$ cat src/rtl/nibble_swap_arbiter.sv
// nibble_swap_arbiter: round-robin sharing of one nibble-swap engine among NREQ requesters
module nibble_swap_arbiter #(
  parameter int NREQ = 4,
  parameter int IDW  = 2
) (
  input  logic              clk,
  input  logic              reset,
  input  logic [NREQ-1:0]   req_valid,
  input  logic [8*NREQ-1:0] req_data,
  output logic [NREQ-1:0]   req_ready,
  output logic              rsp_valid,
  output logic [7:0]        rsp_data,
  output logic [IDW-1:0]    rsp_id,
  input  logic              rsp_ready,
  output logic [7:0]        swp_in,
  output logic              swp_swap_en,
  input  logic [7:0]        swp_out,
  output logic              busy,
  output logic [15:0]       done_count
);
  typedef enum logic [1:0] {IDLE, ISSUE, CAPTURE, RESP} state_t;
  state_t state, state_nxt;
  logic [IDW-1:0] ptr, winner, lat_id;
  logic [IDW:0]   idx;
  logic [7:0]     lat_data;
  logic           accept, finish;
  // scan downward so the last hit is the first valid index at or after ptr
  always_comb begin
    winner = '0;
    idx = '0;
    for (int i = NREQ - 1; i >= 0; i--) begin
      idx = {1'b0, ptr} + (IDW+1)'(i);
      idx = idx >= (IDW+1)'(NREQ) ? idx - (IDW+1)'(NREQ) : idx;
      if (req_valid[idx[IDW-1:0]]) winner = idx[IDW-1:0];
    end
  end
  assign accept = reset && state == IDLE && |req_valid;
  assign finish = state == RESP && rsp_ready;
  assign swp_in = lat_data;
  always_ff @(posedge clk) begin
    if (!reset) state <= IDLE;
    else state <= state_nxt;
  end
  always_comb begin
    state_nxt = state == IDLE    ? (|req_valid ? ISSUE : IDLE) :
                state == ISSUE   ? CAPTURE :
                state == CAPTURE ? RESP :
                                   (rsp_ready ? IDLE : RESP);
  end
  always_comb begin
    req_ready = '0;
    if (accept) req_ready[winner] = 1'b1;
    swp_swap_en = state == ISSUE;
    rsp_valid = state == RESP;
    busy = state != IDLE;
  end
  always_ff @(posedge clk) begin
    if (!reset) begin
      ptr <= '0;
      lat_id <= '0;
      lat_data <= '0;
      rsp_data <= '0;
      rsp_id <= '0;
      done_count <= '0;
    end else begin
      if (accept) begin
        lat_data <= req_data[8*winner +: 8];
        lat_id <= winner;
      end
      if (state == CAPTURE) begin
        rsp_data <= swp_out;
        rsp_id <= lat_id;
      end
      if (finish) begin
        ptr <= lat_id == IDW'(NREQ - 1) ? '0 : lat_id + 1'b1;
        if (done_count != 16'hFFFF) done_count <= done_count + 16'd1;
      end
    end
  end
endmodule

$ cat config.mk
export PLATFORM = sky130hd
export DESIGN_NAME = nibble_swap_arbiter
export DESIGN_NICKNAME = d
export VERILOG_FILES = /design/src/rtl/nibble_swap_arbiter.sv
export SDC_FILE = /design/constraint.sdc
export NUM_CORES = 1
export LEC_CHECK = 0
export CORE_MARGIN = 2
export CORE_UTILIZATION = 37
export CTS_CLUSTER_SIZE = 8
export DETAILED_ROUTE_END_ITERATION = 10
export GPL_TIMING_DRIVEN = 0
export PLACE_DENSITY = 0.76
export SLEW_MARGIN = 25
export SYNTH_ARGS = -nofsm -noshare
export SYNTH_HDL_FRONTEND = slang
export SYNTH_SLANG_ARGS = --single-unit
export TNS_END_PERCENT = 50
$ cat constraint.sdc
create_clock -name clk -period 1.9 [get_ports clk]
set_input_delay 0.38 -clock clk [delete_from_list [all_inputs] [get_ports clk]]
set_output_delay 0.38 -clock clk [all_outputs]
set_load 0.01 [all_outputs]
==> results.yml <==
outcome:
  outcome: "finished, violations left"
  failed_checks: "setup timing"
clock_network:
  clock_latency_ps: 290
  h-tree-depth: 2
  clkTransAtPathRegs_ps: 70
  cts_tree: "built"
  cts.root.buffer_cell: "clkbuf_8"
  cts.path.max_buffers: 2
  clock-sinks: 40
  numCtsBuffers: 5
  postCtsHoldBufs: 0
floorplan:
  die_x_um: 78.7
  dieArea_um2: 6190
  io_pins: 88
  die-height_um: 78.7
  core_area_um2: 5440
  start_util: 0.379
  rows: 27
detailed_routing:
  ant_nets: 0
  wirelength_mm: 5.28
  drtIter0Drc: 50
  wl_met1_mm: 2.48
  top_layer: "met4"
  wire_per_inst_um: 13.1
  dr_wl_met2_mm: 2.41
  drt_pre_antenna_iters: 4
  num_vias: 1986
  drc: 0
  via_per_inst: 4.93
  met3_length_um: 288
timing:
  layout_min_cycle_time_ps: 1930
  worst_pin_slew_ps: 535
  rsz0062_at_grt: "true"
  fmax_ghz: 0.518
  worst_slack_ps: -31.7
  fin_skew_ps: 7.19
  fin_setup_tns_ps: -51.9
  maxSlewHeadroom: 0.643
  setup_viol: 3
  drv_slew: 0
  final-hold-violation-count: 0
  min_period_over_period: 1.02
synth:
  synth-seq-cells: 40
  syn_inst: 230
  synthSimpleGateAreaFrac: 0.291
  yosysWarnings: 0
  synth-edff-count: 0
  synthMuxAreaShare: 0.0874
  synth_cell_types: 43
  synth_area_per_cell_um2: 8.97
  ys.flop_type: "dfxtp_1"
  synth-compound-area-share: 0.141
  ys_async_sr_fraction: 0
  synth-xor-area-share: 0.0425
  ys_seq_area_frac: 0.388
  synth_top_family_by_area: "simple AND/OR/NAND/NOR gates"
  synth_fp_nets: 279
  synth-adder-area-share: 0.0121
  synth_area_um2: 2060
finish:
  nFillCells: 472
  final_common_cell: "clkdlybuf4s50_1"
  final_util: 0.600
  drive_gt1_frac: 0.193
  mostFrequentLayoutCells: "clkdlybuf4s50_1, dfxtp_1, nand2_1"
  nNetsFinal: 379
  synthToLayoutAreaGrowth_pct: 58.3
  n_antenna_cell: 0
worst_setup_path:
  endpoint: "req_ready[3]"
  crit_buf_inv: 2
  r2r_slack_ps: 170
  worstReg2RegEnd: "done_count[5]"
  slowest_delay_ps: 390
  critical_path_required_ps: 1520
  reg2reg_from: "done_count[0]"
  critPathLaunchType: "primary input"
  worst-path-stages: 6
  worst_r2r_path_depth: 6
  critPathMaxFanout: 3
  worstPathArrival_ps: 1550
  crit_chain: "clkdlybuf4s15_2 -> a21oi_4 -> nor3b_2 -> or3_4 -> nor3_2 -> buf_2"
  critPathTopFamily: "simple AND/OR/NAND/NOR gates"
  worstSetupPathType: "in -> out"
  endpoint_kind: "primary output"
  crit_slowest_cell: "or3_4"
  cp-startpoint: "req_valid[0]"
placement:
  gp_congestion: 0.806
  dp.final_hpwl_mm: 3.88
  portBuffers: 87
flow_run:
  drv_cap: 0
pwr:
  power_density_nw_per_um2: 647
  vdd_drop_max_mv: 0.486
  cellLeakagePower_nw: 1.27
global_routing:
  grt_overflow: 0
  grt_pass1_wl_mm: 8.58
  track_usage: 0.174
  grt_max_degree: 13
  antenna_found_initial: 0
  grt_pass1_vias: 1912
hold_path:
  hold_class: "reg -> reg"
## worst min-delay path by stage
stage	slack (ps)	cells after the start	end	startpoint
after floorplan	450	2	rsp_id[1]	lat_id[1]
after global placement	440	2	rsp_id[0]	rsp_id[0]
after detailed placement	450	2	rsp_data[5]	rsp_data[5]
after CTS	460	2	rsp_data[5]	rsp_data[5]
after global routing	470	2	rsp_id[0]	rsp_id[0]
final	450	2	rsp_data[5]	rsp_data[5]
## per-layer routing
| layer | vias to the layer above | track usage |
|---|---|---|
| met5 | - | 0 |
| met1 | 898 | 0.216 |
| met3 | 11 | 0.0448 |
| met4 | 0 | 0.0737 |
| li1 | 1016 | - |
| met2 | 61 | 0.285 |
## registers in the layout, summed over array words and instances, names as in the netlist
| signal | cells |
|---|---|
| swp_in | 8 |
| ptr | 2 |
| lat_id | 2 |
| done_count | 16 |
| rsp_id | 2 |
| rsp_data | 8 |
| state | 2 |
## cell families after synthesis
kind of cell	Yosys count
buf+inv	16
mux	18
flops	40
simple gates	108
compound gates	36
fa+ha+maj	2
xor+xnor	10
## tightest hold or removal path: stages, from the launching register on
cell and delay (ps):
dfxtp_1 310, nand2_1 50, a21oi_1 50
## metrics by stage
step | total power [mW] | area (µm²) | std cells | hold WS, ps | setup WS, ps
after global placement | 1.35 | 3020 | 389 | 441 | -964
final | 2.11 | 3260 | 403 | 454 | -31.7
after floorplan | 1.12 | 2060 | 230 | 449 | 188
after detailed placement | 1.35 | 3020 | 389 | 448 | -967
after CTS | 2.14 | 3240 | 403 | 459 | -55.3
after global routing | 2.23 | 3260 | 403 | 471 | -109
## synthesized netlist by cell type, types with 3 or more instances
library cell | instances | share of area
nand4_1 | 4 | 0.012
and3_1 | 3 | 0.0091
inv_1 | 4 | 0.0073
nor4_2 | 4 | 0.024
nor3b_1 | 3 | 0.011
nor2_1 | 16 | 0.029
nand3_1 | 17 | 0.041
o221ai_2 | 8 | 0.058
mux2i_1 | 18 | 0.087
clkbuf_1 | 6 | 0.011
nand2b_1 | 6 | 0.018
nand2_1 | 33 | 0.060
xnor2_1 | 9 | 0.038
a21oi_1 | 18 | 0.044
nor3_1 | 7 | 0.017
dfxtp_1 | 40 | 0.39
## what timing repair did
item	4_1_cts	5_1_grt
setup buffers	6	0
setup endpoints to repair	5	6
pin swaps	5	5
gates resized for setup	42	8
## layout make-up
type                            instances  area, µm²  area share
Inverter                                5       18.8     0.00575
Clock buffer                            7       96.3      0.0295
Sequential cell                        40        808       0.248
Timing Repair Buffer                   93        892       0.273
Clock inverter                          1       30.0     0.00920
Multi-Input combinational cell        174       1250       0.383
Buffer                                 11       76.3      0.0234
Tap cell                               72       90.1      0.0276
## where the power goes
| part | internal [mW] | total, mW | switching (mW) |
|---|---|---|---|
| Sequential | 0.882 | 0.915 | 0.0331 |
| Clock | 0.463 | 0.751 | 0.288 |
| Combinational | 0.259 | 0.447 | 0.188 |
| Total | 1.60 | 2.11 | 0.509 |
Note: power is estimated with default switching activity, not from simulation.
==> patch 1, RTL diff (same flow settings) <==
Reset style: asynchronous (`reset`), changed in 2 clocked blocks.
--- a/src/rtl/nibble_swap_arbiter.sv
+++ b/src/rtl/nibble_swap_arbiter.sv
@@ -39,3 +39,3 @@
   assign swp_in = lat_data;
-  always_ff @(posedge clk) begin
+  always_ff @(posedge clk or negedge reset) begin
     if (!reset) state <= IDLE;
@@ -56,3 +56,3 @@
   end
-  always_ff @(posedge clk) begin
+  always_ff @(posedge clk or negedge reset) begin
     if (!reset) begin
Behaviour: differs if reset is asserted again (counterexample within 4 cycles, from zero or initial values and one cycle with reset low); with reset held inactive, the same outputs for 10 cycles.
==> patch 1 against the unedited design <==
Non-clock buffer count unchanged; worst setup slack got worse by 0.17 ns; design area increased by 5.9%; largest cell class unchanged; routed wire length increased by 11%; sequential cell count unchanged; critical endpoint is now req_ready[2]; synthesized area increased by 1.6%; the flow still finishes with violations (negative setup slack).
Power is not compared: it rests on default switching activity, and its combinational part moved more than twofold at a synthesized area within 25%.
==> patch 1: results (changes against the unedited design) <==
[grt]
grt_pass1_wl_um=9270  ; +8.0%
track_usage_pct=18.8  ; +1.3 points
grt_max_degree=25  ; +12
grt_use_met3_pct=4.89  ; +0.40 points
use_met2_pct=31.7  ; +3.1 points

[timing]
tns_ns=-0.883  ; -0.831 ns
finalSetupViolations=9  ; +6
whs_ns=0.0216  ; -0.433 ns
layout_setup_ws_ns=-0.200  ; -0.168 ns
clock-skew-final_ns=0.00501  ; -0.00218 ns

[routing]
wl_met3_um=362  ; +26%
drt_iter0_drc=62  ; +24%
m1WireLength_um=2540  ; +2.7%
met2_length_um=2920  ; +21%
via_per_inst=5.22  ; +6.0%
wire_per_inst_um=16.0  ; +22%

[cells_and_area]
final_area_sq_um=3450  ; +5.9%
drive_above_1_share_pct=28.6  ; +9.2 points

[critical_path]
path_max_fanout=4  ; +1
r2r_slack_ns=-0.05  ; -0.22 ns
cp_data_arrival_time_ns=1.72  ; +0.17 ns
reg2reg_from=ptr[0]$_DFFE_PN0P_
timing.rr.end=swp_in[6]$_DFFE_PN0P_

[run_status]
violations=negative setup slack
status=finished, violations left

[placed_design]
dp_slack_ns=-1.25  ; -0.281 ns
place.gp.congestion=0.694  ; -14%
hpwlAfterDp_um=3990  ; +2.8%

[yosys]
synth_cell_types=41  ; -4.7%
synthTopCellsByArea=dfrtp_1 48%, mux2_2 6.5%, mux2_4 5.0%
synth_commonest_cells=40 x dfrtp_1, 17 x nand2_1, 14 x nand3_1, 12 x mux2_2, 12 x xnor2_1

## patch 1: worst register-to-register path, stage by stage, from the launching register on
cell and delay [ns]:
dfrtp_1 0.43, nand2b_4 0.16, and4b_2 0.23, nor2_4 0.12, buf_6 0.15, buf_8 0.13
mux2_4 0.30, a221o_1 0.32
## patch 1: timing repair
action	4_1_cts	5_1_grt
pin swaps	13	6
hold buffers	1	0
resized for setup	64	13
hold endpoints to repair	17	0
setup buffers	9	3
endpoints found under the setup margin	22	28
gates cloned	0	0
## patch 1: area by class of cell
type	count	share of cell area, %
clock buffers	6	2.39
flip-flops and latches	40	29.1
repair buffers	101	28.9
well taps	72	2.61
clock inverters	2	0.290
plain buffers	3	0.833
multi-input cells	141	35.8
inverters	1	0.109
## patch 1: kinds of logic after synthesis
kind of cell | Yosys count | synth area share (%)
simple gates | 71 | 19.7
mux | 19 | 11.5
flops | 40 | 47.8
xor+xnor | 14 | 5.85
buf+inv | 6 | 1.49
compound gates | 35 | 12.5
fa+ha+maj | 2 | 1.19
==> patch 2, RTL diff (same flow settings) <==
Without the edit above. Set the parameter `IDW` to 1 (it was 2).
--- a/src/rtl/nibble_swap_arbiter.sv
+++ b/src/rtl/nibble_swap_arbiter.sv
@@ -3,3 +3,3 @@
   parameter int NREQ = 4,
-  parameter int IDW  = 2
+  parameter int IDW  = 1
 ) (
Ports: changed (resized rsp_id); port bits go from 88 to 87. No check against the original RTL was run, so the function may have changed too.
==> patch 2 against the unedited design <==
The flow still finishes with violations (negative setup slack); core utilization decreased by 1.9 points; routed wire length decreased by 14%; worst setup slack improved by 0.022 ns; final cell count decreased by 17%; sequential cell count decreased by 3; non-clock buffer count decreased by 21; first-iteration DRC count increased by 120%; die area decreased by 14%; power decreased by 5.9%; clock power decreased by 2%; via count decreased by 10%; synthesized area decreased by 14%; design area decreased by 17%; count of clock-buffer cells in the layout decreased by 1; critical endpoint is now req_ready[0].
==> patch 2: results (changes against the unedited design) <==
[power_and_ir_drop]
p_seq_share_pct=43.1  ; -0.2 points
leakagePower_uw=0.00104  ; -18%
power_density_nw_per_um2=735  ; +13%
p_sw_share_pct=25.7  ; +1.6 points

[timing]
whs_ns=0.453  ; -0.000788 ns
finalSetupViolations=1  ; -2
clock-skew-final_ns=0.00704  ; -0.000145 ns
layout_setup_ws_ns=-0.00925  ; +0.0224 ns
worst_pin_slew_ns=0.509  ; -0.0257 ns

[routing]
met2_length_um=2220  ; -8.1%
wl_met3_um=286  ; -0.69%
wirelength_um=4520  ; -14%
num_vias=1779  ; -10%
via_per_inst=5.33  ; +8.1%

[yosys]
syn_avg_cell_area_sq_um=8.79  ; -2.0%
synth_seq_area_share_pct=41.9  ; +3.1 points

[cells_and_area]
drive_above_1_share_pct=15.7  ; -3.6 points
fillerInstances=419  ; -11%

[run_status]
status=finished, violations left
violations=negative setup slack

[grt]
use_met2_pct=28.8  ; +0.28 points
grt_use_met1_pct=22.6  ; +1.1 points
track_usage_pct=17.7  ; +0.27 points
grt_pass1_wl_um=7460  ; -13%

[floorplanning]
initial_core_util_pct=37.9  ; about the same

[placed_design]
place.gp.congestion=0.757  ; -6.2%
dp_slack_ns=-0.802  ; +0.165 ns
place_area_sq_um=2520  ; -17%

[min_path]
min_to=rsp_data[3]$_SDFFE_PN0N_

[critical_path]
slowest_stage=nor4_4
cp_data_arrival_time_ns=1.53  ; -0.02 ns

-- patch 2: cell count changes after synthesis, moves of 4 or more --
cell	delta
a211oi_1	+8
or3_1	+5
nand2b_1	-4
nand3_1	-15
o221ai_2	-8
nand2_1	-5
o31ai_1	+4
o21ai_0	+4
mux2i_1	-9
xnor2_1	-9
o21ai_1	+4
-- patch 2: worst max path at each step --
stage	from	endpoint	slack, ns	cells past startpoint
finish	req_valid[2]	req_ready[0]	-0.009	6
global route	req_valid[2]	req_ready[0]	-0.05	6
CTS	state[1]$_SDFF_PP0_	busy	0.005	2
detailed placement	req_valid[1]	req_ready[0]	-0.80	6
global placement	req_valid[1]	req_ready[0]	-0.80	6
floorplan	state[1]$_SDFF_PP0_	req_ready[0]	0.16	5
-- patch 2: logic make-up after synthesis --
kind of cell | after synthesis | share of synthesized area [%]
DFF | 37 | 41.9
AOI/OAI and AO/OA | 53 | 19.3
adders and majority gates | 1 | 0.708
muxes | 9 | 5.10
and+or+nand+nor | 84 | 27.8
other | 1 | 0.212
buffers and inverters | 16 | 4.96
-- patch 2: timing repair --
action | 4_1_cts | 5_1_grt
gates resized for setup | 21 | 7
pin swaps | 2 | 1
buffers inserted | 3 | 1
endpoints found under the setup margin | 3 | 15
-- patch 2: layout make-up --
class	instances	area, sq um	share of cell area (%)
Buffer	11	82.6	3.05
Clock buffer	6	82.6	3.05
Inverter	3	15.0	0.555
Timing Repair Buffer	72	698	25.8
Sequential cell	37	744	27.5
Clock inverter	2	37.5	1.39
Tap cell	54	67.6	2.50
Multi-Input combinational cell	149	978	36.2
-- patch 2: worst max-delay path, delay by kind of cell --
| family | cells | cell delay (ns) |
|---|---|---|
| and+or+nand+nor | 3 | 0.63 |
| buffers and inverters | 3 | 0.51 |
